### src/rtl/seg7_scan.sv
// seg7_scan: time-multiplexed hex 7-segment display driver.
// Scans DIGITS nibbles onto a shared segment bus with one-hot digit enables.
// A new word is loaded into the displayed copy only at frame boundaries, and
// the first cycle of each digit slot is dark to avoid ghosting.
// Optional feature: define SEG7_LEADING_ZERO_BLANK_EN to auto-blank leading zeros.
module seg7_scan #(
    parameter int unsigned DIGITS     = 4,
    parameter int unsigned SCAN_DIV   = 1000,
    parameter int unsigned ACTIVE_LOW = 0
) (
    input  logic                  clk,
    input  logic                  rst,
    input  logic                  load,
    input  logic [4*DIGITS-1:0]   value,
    input  logic [DIGITS-1:0]     dp,
    input  logic [DIGITS-1:0]     blank,
    output logic [6:0]            seg,
    output logic                  seg_dp,
    output logic [DIGITS-1:0]     an,
    output logic                  frame
);

    localparam int unsigned CNT_W = $clog2(SCAN_DIV);
    localparam int unsigned IDX_W = (DIGITS > 1) ? $clog2(DIGITS) : 1;
    localparam logic        INV   = (ACTIVE_LOW != 0);

    typedef struct packed {
        logic [4*DIGITS-1:0] value;
        logic [DIGITS-1:0]   dp;
        logic [DIGITS-1:0]   blank;
    } disp_t;

    logic [CNT_W-1:0]  cnt;
    logic [IDX_W-1:0]  idx;
    disp_t             pend;
    logic              pend_valid;
    disp_t             shadow;
    disp_t             din;

    logic              cnt_last;
    logic              idx_last;
    logic              boundary;
    logic [3:0]        cur_nib;
    logic              cur_dp;
    logic              cur_blank;
    logic              cur_lz;
    logic [6:0]        seg_c;
    logic              seg_dp_c;
    logic [DIGITS-1:0] an_c;

    // Hex digit to active-high {a,b,c,d,e,f,g}
    function automatic logic [6:0] decode(input logic [3:0] nib);
        case (nib)
            4'h0:    decode = 7'h7E;
            4'h1:    decode = 7'h30;
            4'h2:    decode = 7'h6D;
            4'h3:    decode = 7'h79;
            4'h4:    decode = 7'h33;
            4'h5:    decode = 7'h5B;
            4'h6:    decode = 7'h5F;
            4'h7:    decode = 7'h70;
            4'h8:    decode = 7'h7F;
            4'h9:    decode = 7'h7B;
            4'hA:    decode = 7'h77;
            4'hB:    decode = 7'h1F;
            4'hC:    decode = 7'h4E;
            4'hD:    decode = 7'h3D;
            4'hE:    decode = 7'h4F;
            default: decode = 7'h47;
        endcase
    endfunction

    assign din      = '{value: value, dp: dp, blank: blank};
    assign cnt_last = (cnt == CNT_W'(SCAN_DIV - 1));
    assign idx_last = (idx == IDX_W'(DIGITS - 1));
    assign boundary = cnt_last & idx_last;

    // Select the current digit's shadow fields and build the logical-level outputs
    always_comb begin
`ifdef SEG7_LEADING_ZERO_BLANK_EN
        logic zero_run;
        zero_run  = 1'b1;
`endif
        cur_nib   = 4'h0;
        cur_dp    = 1'b0;
        cur_blank = 1'b0;
        cur_lz    = 1'b0;
        an_c      = '0;
        seg_c     = 7'h00;
        seg_dp_c  = 1'b0;
        for (int i = int'(DIGITS) - 1; i >= 0; i--) begin
`ifdef SEG7_LEADING_ZERO_BLANK_EN
            zero_run = zero_run & (shadow.value[4*i +: 4] == 4'h0);
`endif
            if (idx == IDX_W'(i)) begin
                cur_nib   = shadow.value[4*i +: 4];
                cur_dp    = shadow.dp[i];
                cur_blank = shadow.blank[i];
                an_c[i]   = 1'b1;
`ifdef SEG7_LEADING_ZERO_BLANK_EN
                cur_lz    = (i > 0) && zero_run;
`endif
            end
        end
        if (cnt == '0) begin
            an_c = '0;
        end else if (!cur_blank) begin
            seg_c    = cur_lz ? 7'h00 : decode(cur_nib);
            seg_dp_c = cur_dp;
        end
    end

    // Slot counter and digit index
    always_ff @(posedge clk) begin
        if (rst) begin
            cnt <= '0;
            idx <= '0;
        end else if (cnt_last) begin
            cnt <= '0;
            idx <= idx_last ? '0 : idx + IDX_W'(1);
        end else begin
            cnt <= cnt + CNT_W'(1);
        end
    end

    // Pending/shadow registers: loads reach the display only at frame boundaries
    always_ff @(posedge clk) begin
        if (rst) begin
            pend       <= '0;
            pend_valid <= 1'b0;
            shadow     <= '{value: '0, dp: '0, blank: '1};
        end else if (load) begin
            if (boundary) begin
                shadow     <= din;
                pend_valid <= 1'b0;
            end else begin
                pend       <= din;
                pend_valid <= 1'b1;
            end
        end else if (boundary && pend_valid) begin
            shadow     <= pend;
            pend_valid <= 1'b0;
        end
    end

    // Registered pin outputs with polarity applied
    always_ff @(posedge clk) begin
        if (rst) begin
            seg    <= {7{INV}};
            seg_dp <= INV;
            an     <= {DIGITS{INV}};
            frame  <= 1'b0;
        end else begin
            seg    <= seg_c ^ {7{INV}};
            seg_dp <= seg_dp_c ^ INV;
            an     <= an_c ^ {DIGITS{INV}};
            frame  <= boundary;
        end
    end

endmodule
### config.mk
export PLATFORM = sky130hd
export DESIGN_NAME = seg7_scan
export DESIGN_NICKNAME = d
export VERILOG_FILES = /design/src/rtl/seg7_scan.sv
export SDC_FILE = /design/constraint.sdc
export NUM_CORES = 1
export LEC_CHECK = 0
export ABC_AREA = 1
export CORE_MARGIN = 2
export CORE_UTILIZATION = 50
export DETAILED_ROUTE_END_ITERATION = 6
export PLACE_DENSITY = 0.87
export SYNTH_ARGS = -nofsm -noshare
export SYNTH_HDL_FRONTEND = slang
export SYNTH_SLANG_ARGS = --single-unit
export TNS_END_PERCENT = 5
### constraint.sdc
create_clock -name clk -period 1.9 [get_ports clk]
set_input_delay 0.57 -clock clk [delete_from_list [all_inputs] [get_ports clk]]
set_output_delay 0.57 -clock clk [all_outputs]
set_load 0.02 [all_outputs]
==> metrics.yaml <==
drtIter0Drc: 186
vias_per_cell: 5.18
grt_util_all_layers_pct: 21.9
fin_hold_ws_ps: 465
syn-num-nets: 528
cts_sinks: 74
drv_slew: 0
clockBufferDepth: 2
avgSynthCellArea_um2: 7.11
ctsHtreeMaxLevel: 3
initial_core_util_pct: 51.4
die_h_um: 87.3
vdd_ir_drop_max_mv: 0.536
antenna_cells: 0
ant_nets: 0
p_leak_nw: 1.93
ys.flop_type: "dfxtp_1"
hold_viol: 0
drc: 0
clk_pin_slew_ps: 80
path_buf_inv: 1
wl_per_cell_um: 12.5
fp.dieW_um: 87.3
postCtsHoldBufs: 0
synthArstFlopShare_pct: 0
mostFrequentLayoutCells: "124 x nand2_1, 100 x nor2_1, 72 x dfxtp_1"
grt_max_degree: 28
dp_hpwl_um: 5530
status: "finished clean"
clock_latency_ps: 360
clockRootBuffer: "clkbuf_8"
nets: 590
synth_seq_cells: 74
skew_ps: 9.96
synth_top_cells_by_area: "dfxtp_1 43%, nand2_1 13%, nor2_1 11%"
crit_path_end_kind: "output port"
required_ps: 1330
tritoncts: "done"
rows: 30
yosys.area.top_type_share_pct: 42.7
crit_chain: "clkdlybuf4s50_1"
vias: 3290
slowest_delay_ps: 590
min_period_over_period_pct: 96.5
final_common_cell: "nand2_1"
worst_pin_slew_ps: 399
crit_path_max_fanout: 1
drtPass1Iterations: 5
yosys_warnings: 0
crit_arrival_ps: 1260
synth_seq_area_share_pct: 42.7
post-route-min-period_ps: 1830
area_delta_synth_final_pct: 25.9
relSlewSlack_pct: 73.4
rsz0062_at_grt: "yes"
gp_congestion: 0.842
cts_buffers: 9
crit_slowest_cell: "clkdlybuf4s50_1"
ioPinCount: 40
maxCapViolCount: 0
netlist_instances: 488
powerDensity_nw_per_um2: 717
die-area_um2: 7630
synth_area_um2: 3470
synth_edf_count: 0
antenna_found_initial: 0
cts_setup_buffers: 0
final_core_util_pct: 64.7
setup_viol: 0
start_kind: "flop"
port_buffers: 39
critPathTopFamily: "buffers and inverters"
max_freq_mhz: 545
coreArea_um2: 6760
synth.distinct_cells: 34
grt_pass1_wl_um: 13100
yosysTopAreaCell: "dfxtp_1"
drive_gt1_share_pct: 14.6
grt_overflow: 0
routed_wl_um: 7940
r2r_slack_ps: 80
crit_type: "reg2out"
hp-class: "reg2reg"
grt_pass1_vias: 3036
[final timing paths]
kind,start,endpoint,cells past startpoint
max,an[2],an[2],1
min,pend[1],pend[1],2
max reg2reg,idx[0],seg[3],12
min reg2reg,pend[1],pend[1],2
[cells in the mapped netlist, types with 2 or more instances]
cell,number
nand2_2,4
inv_1,25
a21oi_1,27
o211ai_1,2
nand2_4,2
or2_0,2
nor2_2,4
o21ai_1,14
inv_2,3
nand2_1,124
buf_12,2
buf_2,6
nand3_1,17
ha_1,13
dfxtp_1,74
buf_6,4
o21ai_0,35
xor2_1,2
nand4_1,2
nor3_1,2
nor2_1,100
nor3b_1,3
clkbuf_1,9
a211oi_1,2
[stage by stage]
| stage | power (mW) | cell area [um^2] | instances | setup TNS [ps] | worst slack (ps) |
|---|---|---|---|---|---|
| after CTS | 3.15 | 4320 | 635 | -67.5 | -27.1 |
| after global placement | 1.91 | 4100 | 619 | -298 | -19.3 |
| after detailed placement | 1.92 | 4100 | 619 | -550 | -49.4 |
| after global routing | 3.27 | 4370 | 635 | -18.6 | -16.1 |
| after floorplan | 1.80 | 3490 | 488 | 0 | 2.68 |
| final | 3.13 | 4370 | 635 | 0 | 65.9 |
[area by class of cell]
| type | count | area, um^2 |
|---|---|---|
| Clock inverter | 6 | 66.3 |
| Multi-Input combinational cell | 362 | 1780 |
| Timing Repair Buffer | 73 | 671 |
| Clock buffer | 10 | 138 |
| Inverter | 30 | 124 |
| Tap cell | 80 | 100 |
| Sequential cell | 74 | 1490 |
| Fill cell | 594 | 2390 |
[repair_timing]
item / 4_1_cts / 5_1_grt
resized for setup: 4 / 14
cloned: 0 / 0
setup endpoints to repair: 7 / 11
pin swaps: 0 / 2
[metal layers]
layer / vias to the layer above / GRT usage [%] / wire, um
met5: - / 0 / 0
met4: 0 / 11.9 / 229
met3: 21 / 4.45 / 432
met2: 117 / 37.8 / 3930
met1: 1477 / 25.2 / 3340
li1: 1675 / - / -
[flip-flops by register name, summed over array words and instances, names as in the netlist]
name        flops
cnt            10
frame           1
seg             7
an              4
pend_valid      1
pend           24
seg_dp          1
idx             2
shadow         24
[where the power goes]
group | total, mW | switching [mW] | internal, mW
sequential | 1.61 | 0.0233 | 1.59
combinational | 0.270 | 0.140 | 0.130
clock | 1.25 | 0.609 | 0.641
total | 3.13 | 0.773 | 2.36
[cells by family (layout without fill, tap and decap cells)]
logic type                 after synthesis  after routing  share of synthesized area, %
adders and majority gates               13             13                          4.68
buffers and inverters                   52            119                          7.93
AOI/OAI and AO/OA                       83             83                          12.4
DFF                                     74             74                          42.7
and+or+nand+nor                        263            263                          31.5
xor gates and xnor gates                 3              3                         0.757
[worst min-delay path, delay by kind of cell (launching register included)]
family          cells  cell delay (ps)
flops               1              310
simple gates        1               60
compound gates      1               50
No activity file was read; power rests on OpenSTA's default activity.
